File: src/rtl/timer_sched_pkg.sv
// Shared constants and types for the timer_sched peripheral: register
// addresses, sequencer state encoding and index-width helper.
package timer_sched_pkg;

  localparam logic [3:0] ADDR_CNT_BASE = 4'd0;
  localparam logic [3:0] ADDR_MODE     = 4'd8;
  localparam logic [3:0] ADDR_PEND     = 4'd9;
  localparam logic [3:0] ADDR_MASK     = 4'd10;

  localparam int PRESCALE_W = 24;

  typedef enum logic [0:0] {
    ST_IDLE = 1'b0,
    ST_SCAN = 1'b1
  } seqState_e;

  // Keeps a one-channel build from collapsing the channel index to zero bits.
  function automatic int chIdxWidth(input int numCh);
    return (numCh > 1) ? $clog2(numCh) : 1;
  endfunction

endpackage

File: src/rtl/timer_sched_if.sv
// Memory-mapped peripheral bus as seen by timer_sched: chip select, write
// strobe, address, write/read data and the level interrupt back to the CPU.
interface timer_sched_if;

  logic        en;
  logic        wr_en;
  logic [3:0]  addr;
  logic [15:0] data_in;
  logic [15:0] data_out;
  logic        irq;

  modport master (
    output en, wr_en, addr, data_in,
    input  data_out, irq
  );

  modport slave (
    input  en, wr_en, addr, data_in,
    output data_out, irq
  );

endinterface

File: src/rtl/timer_prescaler.sv
// Free-running prescaler: counts 0..COUNT and pulses tick for the single
// cycle in which it sits at COUNT.
module timer_prescaler
  import timer_sched_pkg::*;
#(
  parameter int CLOCK_FREQUENCY  = 50_000_000,
  parameter int TICKS_PER_SECOND = 1000
) (
  input  logic clk,
  input  logic rst,
  output logic tick
);

  localparam int COUNT = CLOCK_FREQUENCY / TICKS_PER_SECOND - 1;
  localparam logic [PRESCALE_W-1:0] COUNT_W = PRESCALE_W'(COUNT);

  logic [PRESCALE_W-1:0] preCnt_q;
  logic [PRESCALE_W-1:0] preCnt_d;

  assign tick     = (preCnt_q == COUNT_W);
  assign preCnt_d = tick ? '0 : preCnt_q + PRESCALE_W'(1);

  always_ff @(posedge clk) begin
    if (rst) begin
      preCnt_q <= '0;
    end else begin
      preCnt_q <= preCnt_d;
    end
  end

endmodule

File: src/rtl/timer_sched.sv
// Multi-channel countdown timer scheduler: one prescaler tick drives a scan of
// all channels through a shared decrementer. TIMER_SCHED_PERIODIC_EN adds
// reload storage and the MODE register for periodic channels.
module timer_sched
  import timer_sched_pkg::*;
#(
  parameter int CLOCK_FREQUENCY  = 50_000_000,
  parameter int TICKS_PER_SECOND = 1000,
  parameter int NUM_CH           = 4
) (
  input  logic         clk,
  input  logic         rst,
  timer_sched_if.slave bus
);

  localparam int COUNT = CLOCK_FREQUENCY / TICKS_PER_SECOND - 1;
  localparam int CH_W  = chIdxWidth(NUM_CH);
  localparam logic [CH_W-1:0] LAST_CH = CH_W'(NUM_CH - 1);

  // A tick arriving mid-scan would be lost, so the period must exceed a scan.
  if (COUNT + 1 <= NUM_CH) begin : g_badCfg
    $error("timer_sched: prescaler period %0d too short for %0d channels", COUNT + 1, NUM_CH);
  end

  seqState_e       state_q;
  logic [CH_W-1:0] ch_q;

  logic [15:0]       count_q [NUM_CH];
  logic [15:0]       count_d [NUM_CH];
  logic [NUM_CH-1:0] pend_q, pend_d;
  logic [NUM_CH-1:0] mask_q, mask_d;
`ifdef TIMER_SCHED_PERIODIC_EN
  logic [15:0]       reload_q [NUM_CH];
  logic [15:0]       reload_d [NUM_CH];
  logic [NUM_CH-1:0] mode_q, mode_d;
`endif

  logic            tick;
  logic            wrHit;
  logic [3:0]      cntOff;
  logic            cntSel;
  logic [CH_W-1:0] cntIdx;
  logic [15:0]     curCnt;
  logic [15:0]     decCnt;
  logic [15:0]     expCnt;
  logic            scanAct;
  logic            expire;

  timer_prescaler #(
    .CLOCK_FREQUENCY (CLOCK_FREQUENCY),
    .TICKS_PER_SECOND(TICKS_PER_SECOND)
  ) u_prescaler (
    .clk (clk),
    .rst (rst),
    .tick(tick)
  );

  assign wrHit  = bus.en & bus.wr_en;
  assign cntOff = bus.addr - ADDR_CNT_BASE;
  assign cntSel = (32'(cntOff) < 32'(NUM_CH));
  assign cntIdx = cntOff[CH_W-1:0];

  // A bus write to the channel being visited suppresses that visit entirely.
  assign curCnt  = count_q[ch_q];
  assign decCnt  = curCnt - 16'd1;
  assign scanAct = (state_q == ST_SCAN) && !(wrHit && cntSel && (cntIdx == ch_q));
  assign expire  = scanAct && (curCnt == 16'd1);

`ifdef TIMER_SCHED_PERIODIC_EN
  assign expCnt = mode_q[ch_q] ? reload_q[ch_q] : 16'd0;
`else
  assign expCnt = 16'd0;
`endif

  // Order matters: W1C first so an expiry set wins, CNT write last so it wins.
  always_comb begin
    count_d = count_q;
    pend_d  = pend_q;
    mask_d  = mask_q;
`ifdef TIMER_SCHED_PERIODIC_EN
    reload_d = reload_q;
    mode_d   = mode_q;
    if (wrHit && (bus.addr == ADDR_MODE)) begin
      mode_d = bus.data_in[NUM_CH-1:0];
    end
`endif
    if (wrHit && (bus.addr == ADDR_PEND)) begin
      pend_d = pend_q & ~bus.data_in[NUM_CH-1:0];
    end
    if (wrHit && (bus.addr == ADDR_MASK)) begin
      mask_d = bus.data_in[NUM_CH-1:0];
    end
    if (scanAct) begin
      if (curCnt > 16'd1) begin
        count_d[ch_q] = decCnt;
      end else if (expire) begin
        pend_d[ch_q]  = 1'b1;
        count_d[ch_q] = expCnt;
      end
    end
    if (wrHit && cntSel) begin
      count_d[cntIdx] = bus.data_in;
`ifdef TIMER_SCHED_PERIODIC_EN
      reload_d[cntIdx] = bus.data_in;
`endif
    end
  end

  always_ff @(posedge clk) begin
    if (rst) begin
      for (int i = 0; i < NUM_CH; i++) begin
        count_q[i] <= '0;
`ifdef TIMER_SCHED_PERIODIC_EN
        reload_q[i] <= '0;
`endif
      end
      pend_q <= '0;
      mask_q <= '0;
`ifdef TIMER_SCHED_PERIODIC_EN
      mode_q <= '0;
`endif
    end else begin
      count_q <= count_d;
      pend_q  <= pend_d;
      mask_q  <= mask_d;
`ifdef TIMER_SCHED_PERIODIC_EN
      reload_q <= reload_d;
      mode_q   <= mode_d;
`endif
    end
  end

  // Sequencer: one tick starts a walk over every channel, one per cycle.
  always_ff @(posedge clk) begin
    if (rst) begin
      state_q <= ST_IDLE;
      ch_q    <= '0;
    end else begin
      case (state_q)
        ST_IDLE: begin
          if (tick) begin
            state_q <= ST_SCAN;
            ch_q    <= '0;
          end
        end
        ST_SCAN: begin
          if (ch_q == LAST_CH) begin
            state_q <= ST_IDLE;
            ch_q    <= '0;
          end else begin
            ch_q <= ch_q + CH_W'(1);
          end
        end
        default: begin
          state_q <= ST_IDLE;
          ch_q    <= '0;
        end
      endcase
    end
  end

  always_comb begin
    bus.data_out = 16'd0;
    if (cntSel) begin
      bus.data_out = count_q[cntIdx];
    end else begin
      case (bus.addr)
`ifdef TIMER_SCHED_PERIODIC_EN
        ADDR_MODE: bus.data_out = 16'(mode_q);
`else
        ADDR_MODE: bus.data_out = 16'd0;
`endif
        ADDR_PEND: bus.data_out = 16'(pend_q);
        ADDR_MASK: bus.data_out = 16'(mask_q);
        default:   bus.data_out = 16'd0;
      endcase
    end
  end

  assign bus.irq = |(pend_q & mask_q);

endmodule

File: src/flat_wrapper.sv
// flat-port wrapper written by rule: the top's interface ports become plain ports
module timer_sched_flat import timer_sched_pkg::*;
#(
  parameter int CLOCK_FREQUENCY  = 50_000_000,
  parameter int TICKS_PER_SECOND = 1000,
  parameter int NUM_CH           = 4
)
  (clk, rst, bus_en, bus_wr_en, bus_addr, bus_data_in, bus_data_out, bus_irq);
  timer_sched_if bus_i ();
  input  logic clk;
  input  logic rst;
  input wire logic [$bits(bus_i.en)-1:0] bus_en;
  input wire logic [$bits(bus_i.wr_en)-1:0] bus_wr_en;
  input wire logic [$bits(bus_i.addr)-1:0] bus_addr;
  input wire logic [$bits(bus_i.data_in)-1:0] bus_data_in;
  output wire logic [$bits(bus_i.data_out)-1:0] bus_data_out;
  output wire logic [$bits(bus_i.irq)-1:0] bus_irq;
  assign bus_i.en = bus_en;
  assign bus_i.wr_en = bus_wr_en;
  assign bus_i.addr = bus_addr;
  assign bus_i.data_in = bus_data_in;
  assign bus_data_out = bus_i.data_out;
  assign bus_irq = bus_i.irq;
  timer_sched #(.CLOCK_FREQUENCY(CLOCK_FREQUENCY), .TICKS_PER_SECOND(TICKS_PER_SECOND), .NUM_CH(NUM_CH)) u_core (.clk(clk), .rst(rst), .bus(bus_i));
endmodule
File: config.mk
export PLATFORM = sky130hd
export DESIGN_NAME = timer_sched_flat
export DESIGN_NICKNAME = d
export VERILOG_FILES = /design/src/rtl/timer_sched_pkg.sv /design/src/rtl/timer_sched_if.sv /design/src/rtl/timer_prescaler.sv /design/src/rtl/timer_sched.sv /design/src/flat_wrapper.sv
export SDC_FILE = /design/constraint.sdc
export NUM_CORES = 1
export LEC_CHECK = 0
export BUFFER_PORTS_ARGS = -buffer_cell sky130_fd_sc_hd__buf_2
export CORE_MARGIN = 2
export CORE_UTILIZATION = 45
export CTS_CLUSTER_DIAMETER = 200
export DETAILED_ROUTE_END_ITERATION = 7
export SYNTH_ARGS = -nofsm -noshare
export SYNTH_HDL_FRONTEND = slang
export SYNTH_SLANG_ARGS = --single-unit
File: constraint.sdc
create_clock -name clk -period 2.6 [get_ports clk]
set_input_delay 0.39 -clock clk [delete_from_list [all_inputs] [get_ports clk]]
set_output_delay 0.39 -clock clk [all_outputs]
set_load 0.05 [all_outputs]
# Yosys cells after proc, flatten, opt, wreduce, memory -nomap -nowiden

Index checks and enable logic that the tools add are counted.

Flip-flop bits (word level): 99
Bits of input ports: 24
Output and inout port bits: 17

Add/subtract/negate cells: 3
Order comparisons: 8
Equal/unequal tests: 7
Multiplexer cells: 30
Bitwise operators: 10
Reductions and logical operators: 12

Operator list:

| operator                                                                         | number |
|---|---|
| 64-bit two-way mux                                                               | 4 |
| 64-bit bitwise mux                                                               | 2 |
| 16-bit two-way mux                                                               | 7 |
| 64-bit bitwise AND                                                               | 1 |
| 16-bit binary-select mux with 2-bit select                                       | 2 |
| 16-bit demux with 2-bit select                                                   | 2 |
| 64-bit NOT                                                                       | 1 |
| 24-bit by 1-bit adder with 24-bit output, second input constant                  | 1 |
| 24-bit by 16-bit equality test with 1-bit output, second input constant          | 1 |
| 16-bit by 1-bit equality test with 1-bit output, second input constant           | 1 |
| 16-bit by 1-bit greater-than comparator with 1-bit output, second input constant | 1 |
| 4-bit two-way mux                                                                | 4 |
| 16-bit by 1-bit subtractor with 16-bit output, second input constant             | 1 |
| 1-bit logical AND                                                                | 9 |
| 4-bit bitwise AND                                                                | 2 |
| 4-bit equality test, second input constant                                       | 2 |
| 4-bit one-hot mux with 2 select lines                                            | 1 |
| 3-bit >= comparator, second input constant                                       | 2 |
| 3-bit by 1-bit less-than comparator with 1-bit output, second input constant     | 2 |
| 2-bit NOT with 3-bit output                                                      | 2 |
| 4-bit by 3-bit less-than comparator with 1-bit output, second input constant     | 1 |
| 2-bit two-way mux                                                                | 2 |
| 4-bit NOT                                                                        | 1 |
| 4-bit bitwise OR                                                                 | 1 |
| other kinds (15)                                                                 | 17 |

# Logic depth before layout (Yosys ltp)

Gate-level depths: netlist of the first run.

Word-level depth: 12
Gate-level depth with buffers: 14
Gate-level depth less buffers: 11

# Modules after synthesis

From an unflattened synthesis of the first run, not the netlist that was laid out.

Cell total of the unflattened synthesis: 651
Area, all modules: 5828.1 um2

Modules (own cells, without submodules):

| module          | instances | cells each | area each (um2) |
|---|---|---|---|
| timer_sched     | 1         | 519        | 4673.2 |
| timer_prescaler | 1         | 132        | 1154.9 |

# Worst setup path before layout of the first run

OpenSTA, ideal clock, no wires.

Kind: input-to-output
Start: in bus_addr[0]
End: out bus_data_out[0]
Data arrival time: 2.442 ns
Setup slack: -0.232 ns
Stages: 4
Path buffers: 1
Cells stage by stage: buf_1 mux4_2 nor2_1 a211oi_1

Cells in the longest elaborated chain, start to end: 5
Elaborated cells on any way between the ends: 9
Classes of those cells: order compare (1); eq/ne (2); mux (5); bitwise (1)

Ends and longest elaborated chain:

| what                                                   | line               | text |
|---|---|---|
| start, declared                                        | flat_wrapper.sv:14 | `input wire logic [$bits(bus_i.addr)-1:0] bus_addr;` |
| 2-bit NOT with 3-bit output (not written as such)      | timer_sched.sv:165 | `bus.data_out = count_q[cntIdx];` |
| 16-bit binary-select mux with 2-bit select             | timer_sched.sv:165 |  |
| 16-bit two-way mux (not written as such) (2 in series) | timer_sched.sv:165 |  |
| 16-bit two-way mux *                                   | timer_sched.sv:164 | `if (cntSel) begin` |
| end, declared                                          | flat_wrapper.sv:16 | `output wire logic [$bits(bus_i.data_out)-1:0] bus_data_out;` |

Every way passes the cells marked *; elsewhere a longest branch is shown, timed or not. The select of a mux whose other input is x is not followed.

# Worst setup path after layout of the first run

Start: reg u_core.ch_q[0]
End: reg u_core.count_q[55] (netlist bit)

Cells in the longest elaborated chain, start to end: 12
Elaborated cells on any way between the ends: 25
Classes of those cells: add/sub (1); order compare (3); eq/ne (2); mux (11); bitwise (3); reduce/logical (5)

Ends and longest elaborated chain:

| what                                                                                                  | line               | text |
|---|---|---|
| start, declared                                                                                       | timer_sched.sv:26  | `logic [CH_W-1:0] ch_q;` |
| start signal, assigned                                                                                | timer_sched.sv:151 | `ch_q <= ch_q + CH_W'(1);` |
| parallel branches: the longest is 9 deep, another holds 16-bit by 1-bit subtractor with 16-bit output | --                 |  |
| 64-bit two-way mux *                                                                                  | timer_sched.sv:93  | `if (scanAct) begin` |
| 64-bit bitwise mux                                                                                    | timer_sched.sv:102 | `count_d[cntIdx] = bus.data_in;` |
| 64-bit two-way mux *                                                                                  | timer_sched.sv:101 | `if (wrHit && cntSel) begin` |
| end signal, assigned                                                                                  | timer_sched.sv:123 | `count_q <= count_d;` |
| end, declared                                                                                         | timer_sched.sv:28  | `logic [15:0] count_q [NUM_CH];` |

Mark *: on every way between the ends. The select of a mux whose other input is x is not followed.
A chain may end at the register's enable or synchronous reset.

==> results of run 1 <==
metrics by stage:
| stage | util | std cells | TNS (ns) |
|---|---|---|---|
| floorplan | - | 614 | -0.9598 |
| global placement | 0.5339 | 844 | -6.631 |
| detailed placement | 0.5339 | 844 | -10.88 |
| CTS | 0.5871 | 880 | -0.7422 |
| global route | 0.6125 | 890 | -7.543 |
| finish | 0.6125 | 890 | -1.971 |
worst paths after layout:
path / start / endpoint / slack [ns] / cells after the start
worst min register to register: u_core.u_prescaler.preCnt_q[0] / u_core.u_prescaler.preCnt_q[0] / 0.46 / 1
worst min-delay path: bus_data_in[9] / u_core.count_q[25] / 0.29 / 3
worst max register to register: u_core.ch_q[0] / u_core.count_q[55] / -0.09 / 11
worst max-delay path: u_core.ch_q[0] / u_core.count_q[55] / -0.09 / 11
routing by layer:
layer / vias up / share of wire / wire (microns)
met1: 2740 / 0.41 / 8054
met3: 63 / 0.084 / 1665
li1: 2538 / - / -
met5: - / 0 / 0
met2: 305 / 0.48 / 9470
met4: 0 / 0.034 / 667
worst max-delay path: stages, from the launching register on:
cell and delay, ns:
sky130_fd_sc_hd__dfxtp_4 0.41, sky130_fd_sc_hd__buf_6 0.11, sky130_fd_sc_hd__mux4_2 0.53, sky130_fd_sc_hd__buf_6 0.15, sky130_fd_sc_hd__nor4_4 0.23, sky130_fd_sc_hd__buf_4 0.19
sky130_fd_sc_hd__buf_4 0.13, sky130_fd_sc_hd__nand4_4 0.18, sky130_fd_sc_hd__nand3_4 0.19, sky130_fd_sc_hd__buf_12 0.17, sky130_fd_sc_hd__a221oi_2 0.07, sky130_fd_sc_hd__nor3_1 0.23
report_power, final:
part / total, W / internal [W] / leakage [nW] / switching (W)
combinational: 0.000558 / 0.000243 / 1.87 / 0.000314
clock: 0.00137 / 0.000685 / 0.146 / 0.000689
sequential: 0.00157 / 0.00154 / 0.800 / 0.0000311
repair_timing:
| item | CTS | global route |
|---|---|---|
| pin swaps | 26 | 51 |
| buffers inserted | 16 | 9 |
| gates cloned | 4 | 1 |
| resized for setup | 39 | 42 |
| endpoints found under the setup margin | 64 | 64 |
| hold buffers | 0 | 0 |
| endpoints found under the hold margin | 0 | 0 |
registers in the layout, summed over array words and instances, names as in the netlist:
| signal | count |
|---|---|
| u_core.count_q | 64 |
| u_core.u_prescaler.preCnt_q | 24 |
| u_core.mask_q | 4 |
| u_core.pend_q | 4 |
| u_core.ch_q | 2 |
| u_core.state_q | 1 |
cell type report:
cell class	instances	area, sq um
fill	1027	4870
multi-input combinational	470	4143
sequential	99	1986
timing repair buffer	125	1017
clock buffer	9	225.2
tap	172	215.2
clock inverter	7	80.08
inverter	8	32.53
cell families (layout without fill, tap and decap cells):
family	count (synthesis)	after routing
flops	99	99
mux	38	38
xor+xnor	36	36
compound gates	90	90
buf+inv	49	149
simple gates	295	299
fa+ha+maj	7	7
layout by cell type (no fill, tap or decap), drive strengths merged, types with 4 or more instances in the layout:
cell	n
nor4	8
a32oi	4
nor3b	4
o32ai	4
nand2	30
nand3	22
nor2b	18
a221oi	59
ha	7
mux2i	5
nor3	63
xor2	19
a211oi	4
dfxtp	99
nor2	117
and3	4
buf	124
nand4	13
xnor2	17
nand3b	4
mux4	31
clkbuf	10
inv	11
a22oi	10
==> load_flow_metrics.sql, run 1 <==
INSERT INTO impl_metrics (metric_group, metric, value, unit) VALUES
('layout', 'stdcell_area', '7699', 'sq um'),
('outcome', 'failed_checks', 'negative setup slack', ''),
('clocking', 'cts_inserted_buffers', '9', ''),
('clocking', 'cts_tree', 'done', ''),
('sta', 'setup_viol', '53', ''),
('yosys', 'netlist-cell-type-count', '60', ''),
('drt', 'vias', '5646', ''),
('drt', 'drt_first_pass_iters', '5', ''),
('sta', 'achievable-frequency', '0.3713', 'GHz'),
('worst_setup_path', 'crit_path_end_kind', 'flip-flop', ''),
('worst_setup_path', 'cp_max_fo', '8', ''),
('layout', 'num_antenna_cells', '0', ''),
('power_and_ir_drop', 'power_per_cell_area', '455.1', 'nW/um^2'),
('sta', 'minimum_hold_slack', '0.2861', 'ns'),
('sta', 'timing_hold_violations_final', '0', ''),
('global_routing', 'first_pass_grt_wire_length', '29730', 'microns'),
('sta', 'maxSlewHeadroom', '0.1947', ''),
('yosys', 'synthTopCellsByArea', 'sky130_fd_sc_hd__dfxtp_1, sky130_fd_sc_hd__mux4_2, sky130_fd_sc_hd__a221oi_1', ''),
('yosys', 'syn-mean-instance-area', '9.372', 'sq um'),
('placed_design', 'buffer_ports.inserted', '40', ''),
('layout', 'layout_cell_share_with_drive_strength_beyond_1', '0.3886', ''),
('worst_setup_path', 'critPathLaunchType', 'flip-flop', ''),
('yosys', 'adder_cell_fraction_of_synth_area', '0.01522', ''),
('power_and_ir_drop', 'total_leakage_power', '2.815', 'nW'),
('sta', 'post-route-period-util', '1.036', ''),
('global_routing', 'gr-usage-met3', '0.06643', ''),
('drt', 'final_antenna_net_count', '0', ''),
('drt', 'detail_route.iter0.violations', '626', ''),
('global_routing', 'grt.busiest_layer', 'met2', ''),
('yosys', 'muxShareOfSynthArea', '0.1392', ''),
('clocking', 'cts_num_sinks', '99', ''),
('yosys', 'synthDominantAreaCellType', 'sky130_fd_sc_hd__dfxtp_1', ''),
('sta', 'timing.clock.skew', '0.01093', 'ns'),
('sta', 'final.min_clock_period', '2.694', 'ns'),
('global_routing', 'grt_remaining_overflow', '0', ''),
('clocking', 'ctsRootBufferMaster', 'sky130_fd_sc_hd__clkbuf_16', ''),
('power_and_ir_drop', 'max-vdd-ir-drop', '378.3', 'uV'),
('clocking', 'htree_num_levels', '3', ''),
('yosys', 'synth.cells.most_frequent', 'sky130_fd_sc_hd__nor2_1, sky130_fd_sc_hd__dfxtp_1, sky130_fd_sc_hd__nor3_1', ''),
('hold_path', 'hp-class', 'in2reg', ''),
('clocking', 'clkSlewWorstSetupHoldPaths', '0.08', 'ns'),
('yosys', 'synth-compound-area-share', '0.1337', ''),
('floorplan', 'pin_count', '41', ''),
('sta', 'worst_pin_slew', '1.208', 'ns'),
('outcome', 'run_status', 'complete, but fails checks', ''),
('global_routing', 'antenna_found_initial', '0', ''),
('yosys', 'synth-edff-count', '0', ''),
('clocking', 'clock_tree.buffer_depth', '2', ''),
('floorplan', 'core_area', '12570', 'sq um'),
('placed_design', 'dp_hpwl', '12590', 'microns'),
('sta', 'post-route-worst-setup-slack', '-0.09358', 'ns'),
('worst_setup_path', 'data_arrival_time_of_the_worst_path', '2.98', 'ns'),
('yosys', 'syn-cell-area', '5754', 'sq um'),
('floorplan', 'floorplan.die.height', '117.1', 'microns'),
('floorplan', 'row_count', '41', ''),
('layout', 'syn_to_final_growth', '33.79', '%'),
('floorplan', 'start_util', '0.4578', ''),
('global_routing', 'grt_pass1_vias', '5535', ''),
('yosys', 'synth_top_family_by_area', 'simple AND/OR/NAND/NOR gates', ''),
('global_routing', 'grt.total_usage', '0.2874', ''),
('yosys', 'sequential_cell_area_fraction_in_the_yosys_report', '0.3444', ''),
('yosys', 'ys_seq_elements', '99', ''),
('yosys', 'synthesis.instances', '614', ''),
('layout', 'finalNetCount', '744', ''),
('drt', 'wirelength', '19860', 'microns'),
('sta', 'report.final.slew_viol_count', '0', ''),
('placed_design', 'gp_congestion', '0.8871', ''),
('yosys', 'yosysWarningCount', '0', ''),
('global_routing', 'groute.layer.met2.usage', '0.4613', ''),
('placed_design', 'pre_cts_ws', '-0.2775', 'ns'),
('drt', 'via_to_cell_ratio', '6.344', '');
No activity file was read; power rests on OpenSTA's default activity.
==> inputs of run 2 (changes only) <==
==> constraint.sdc (replaced) <==
create_clock -name clk -period 2.6 [get_ports clk]
set_input_delay 0.26 -clock clk [delete_from_list [all_inputs] [get_ports clk]]
set_output_delay 0.26 -clock clk [all_outputs]
set_load 0.05 [all_outputs]
==> run 2 against run 1 <==
The run still ends with negative setup slack left. Critical path type unchanged. Worst hold slack lost 0.12 ns. Wire length grew 1.0%. Setup slack lost 0.033 ns. Count of clock-buffer cells in the layout grew 1. Power shrank 0.62%. Fmax shrank 1.2%. Sequential power is essentially flat. Cell area grew 1.8%. Non-clock buffer count grew 6. Global-route usage shrank 0.42 points.
==> load_flow_metrics.sql, run 2 (synthesis results as in run 1) <==
INSERT INTO impl_metrics (metric_group, metric, value, unit) VALUES
('sta', 'minimum_hold_slack', '0.1710', 'ns'),
('floorplan', 'pin_count', '41', ''),
('floorplan', 'chipWidth', '117.1', 'microns'),
('drt', 'drc', '0', ''),
('sta', 'report.final.slew_viol_count', '0', ''),
('layout', 'largest_register', 'u_core.count_q', ''),
('worst_setup_path', 'worst-endpoint-required', '2.86', 'ns'),
('placed_design', 'buffer_ports.inserted', '40', ''),
('worst_setup_path', 'crit_path_end_kind', 'flip-flop', ''),
('layout', 'layout.cells.most_common', 'sky130_fd_sc_hd__nor2_1', ''),
('power_and_ir_drop', 'total_leakage_power', '2.900', 'nW'),
('floorplan', 'core_area', '12570', 'sq um'),
('sta', 'post-route-worst-setup-slack', '-0.1263', 'ns'),
('clocking', 'clock_tree.buffer_depth', '2', ''),
('floorplan', 'start_util', '0.4578', ''),
('clocking', 'cts_inserted_buffers', '9', ''),
('layout', 'final_cell_mix', 'sky130_fd_sc_hd__nor2_1, sky130_fd_sc_hd__dfxtp_1, sky130_fd_sc_hd__buf_4', ''),
('worst_setup_path', 'worst_path_max_delay_cell', 'sky130_fd_sc_hd__mux4_2', ''),
('power_and_ir_drop', 'p_sw_frac', '0.2805', ''),
('drt', 'wirelength', '20070', 'microns'),
('power_and_ir_drop', 'switchingPower', '0.0009768', 'W'),
('placed_design', 'gp_congestion', '0.9213', ''),
('placed_design', 'dp_hpwl', '12600', 'microns'),
('worst_setup_path', 'worst_path_largest_cell_delay', '0.57', 'ns'),
('global_routing', 'antenna_found_initial', '1', ''),
('worst_setup_path', 'criticalPathCategory', 'reg2reg', ''),
('drt', 'wl_per_cell', '22.39', 'microns'),
('placed_design', 'dpl.cell_count', '847', ''),
('power_and_ir_drop', 'power_per_cell_area', '444.1', 'nW/um^2'),
('clocking', 'cts_num_sinks', '99', ''),
('layout', 'largestRegisters', 'u_core.count_q: 64 flops, u_core.u_prescaler.preCnt_q: 24 flops', ''),
('power_and_ir_drop', 'power_frac_seq', '0.451', ''),
('floorplan', 'die_area', '13710', 'sq um'),
('sta', 'maxSlewHeadroom', '0.1970', ''),
('floorplan', 'row_count', '41', ''),
('drt', 'drt_first_pass_iters', '6', ''),
('global_routing', 'grt_remaining_overflow', '0', ''),
('sta', 'rsz0062_at_grt', 'true', ''),
('worst_setup_path', 'cp_max_fo', '15', ''),
('clocking', 'cts_tree', 'done', ''),
('sta', 'worst_pin_slew', '1.204', 'ns'),
('global_routing', 'grt_max_degree', '26', ''),
('layout', 'syn_to_final_growth', '36.25', '%'),
('power_and_ir_drop', 'internal_power', '0.002505', 'W'),
('layout', 'layout.cells.non_filler', '896', ''),
('drt', 'via_to_cell_ratio', '6.435', ''),
('sta', 'timing_hold_violations_final', '0', ''),
('global_routing', 'grt_pass1_vias', '5353', ''),
('drt', 'vias', '5766', ''),
('floorplan', 'floorplan.die.height', '117.1', 'microns'),
('sta', 'post-route-period-util', '1.049', ''),
('clocking', 'clkSlewWorstSetupHoldPaths', '0.08', 'ns'),
('sta', 'setup_viol', '53', ''),
('drt', 'final_antenna_net_count', '0', ''),
('hold_path', 'hp-class', 'in2reg', ''),
('layout', 'num_antenna_cells', '0', ''),
('clocking', 'clk-insertion-delay-late', '0.36', 'ns'),
('layout', 'largest_register_ff_count', '64', ''),
('sta', 'achievable-frequency', '0.3668', 'GHz'),
('layout', 'layout_cell_share_with_drive_strength_beyond_1', '0.4061', ''),
('power_and_ir_drop', 'max-vdd-ir-drop', '357.6', 'uV'),
('worst_setup_path', 'data_arrival_time_of_the_worst_path', '2.99', 'ns'),
('power_and_ir_drop', 'pwr-share-clk', '0.387', ''),
('worst_setup_path', 'critPathLaunchType', 'flip-flop', ''),
('drt', 'detail_route.iter0.violations', '629', ''),
('outcome', 'run_status', 'complete, but fails checks', ''),
('sta', 'final.min_clock_period', '2.726', 'ns'),
('global_routing', 'grt.total_usage', '0.2832', ''),
('layout', 'finalNetCount', '750', ''),
('global_routing', 'first_pass_grt_wire_length', '29160', 'microns'),
('worst_setup_path', 'worstPathCellList', 'buf_8 -> mux4_2 -> buf_6 -> nor4_4 -> buf_4 -> nand4_4 -> nand3_2 -> buf_12 -> a221oi_2 -> nor3_1', ''),
('outcome', 'failed_checks', 'negative setup slack', ''),
('clocking', 'htree_num_levels', '3', ''),
('run', 'maxCapViolCount', '0', ''),
('sta', 'timing.clock.skew', '0.01420', 'ns'),
('clocking', 'ctsRootBufferMaster', 'sky130_fd_sc_hd__clkbuf_16', ''),
('power_and_ir_drop', 'share_comb_of_total_power', '0.162', '');
run 2: cell count changes in the layout (fill, tap and decap cells not counted), moves of 3 or more:
| cell | change |
|---|---|
| sky130_fd_sc_hd__a32oi_2 | +4 |
| sky130_fd_sc_hd__xnor2_1 | +3 |
| sky130_fd_sc_hd__a221oi_1 | -9 |
| sky130_fd_sc_hd__a32oi_1 | -4 |
| sky130_fd_sc_hd__buf_4 | +6 |
| sky130_fd_sc_hd__nand3_2 | +4 |
| sky130_fd_sc_hd__nor2b_2 | -7 |
| sky130_fd_sc_hd__xnor2_2 | -3 |
| sky130_fd_sc_hd__buf_6 | -5 |
| sky130_fd_sc_hd__nor2b_1 | +7 |
| sky130_fd_sc_hd__a221oi_2 | +10 |
run 2: power by group through the flow:
stage	sequential (W)	combinational [W]	clock, W
floorplan	0.00159	0.000257	0
global placement	0.00160	0.000401	0
detailed placement	0.00160	0.000405	0
CTS	0.00157	0.000483	0.00136
global route	0.00157	0.000593	0.00143
finish	0.00157	0.000563	0.00135
run 2: critical path: cells and delay by family, from the launching register on:
kind                   cells  cell delay (ns)
AO/OA/AOI/OAI              1             0.07
buffers and inverters      4             0.67
flip-flops                 1             0.40
multiplexers               1             0.57
AND/OR/NAND/NOR            4             0.88
run 2: timing repair:
| item | in CTS | in global routing |
|---|---|---|
| setup buffers | 15 | 14 |
| endpoints found under the hold margin | 0 | 0 |
| endpoints found under the setup margin | 64 | 64 |
| cloned | 4 | 2 |
| gates resized for setup | 44 | 79 |
| hold buffers | 0 | 0 |
| pin swaps | 14 | 107 |
run 2: path summary, 6_finish.rpt:
path | from | to | slack, ns | cells after the start
setup / recovery | u_core.ch_q[0] | u_core.count_q[56] | -0.13 | 10
hold reg to reg | u_core.u_prescaler.preCnt_q[0] | u_core.u_prescaler.preCnt_q[0] | 0.47 | 1
hold / removal | bus_data_in[11] | u_core.count_q[27] | 0.17 | 3
setup reg to reg | u_core.ch_q[0] | u_core.count_q[56] | -0.13 | 10
run 2: metal layers:
metal | GRT usage | wire [microns]
met4 | 0.1129 | 405
met5 | 0 | 0
met1 | 0.3822 | 8457
met3 | 0.08187 | 1846
met2 | 0.4293 | 9356
run 2: final cells by class:
| type | instances | area, sq um |
|---|---|---|
| Tap cell | 172 | 215.2 |
| Sequential cell | 99 | 1986 |
| Fill cell | 1011 | 4728 |
| Inverter | 8 | 36.28 |
| Multi-Input combinational cell | 470 | 4204 |
| Clock buffer | 10 | 250.2 |
| Timing Repair Buffer | 131 | 1101 |
| Clock inverter | 6 | 47.55 |
run 2: stage by stage:
| stage | setup slack, ns | TNS [ns] | utilization | area [sq um] | total power (W) |
|---|---|---|---|---|---|
| floorplan | -0.004275 | -0.09677 | - | 5787 | 0.001849 |
| global placement | -0.09850 | -2.697 | 0.5201 | 6536 | 0.002000 |
| detailed placement | -0.1460 | -5.323 | 0.5201 | 6536 | 0.002006 |
| CTS | -0.01546 | -0.03300 | 0.5735 | 7208 | 0.003410 |
| global route | -0.2520 | -8.319 | 0.6238 | 7840 | 0.003597 |
| finish | -0.1263 | -2.325 | 0.6238 | 7840 | 0.003482 |
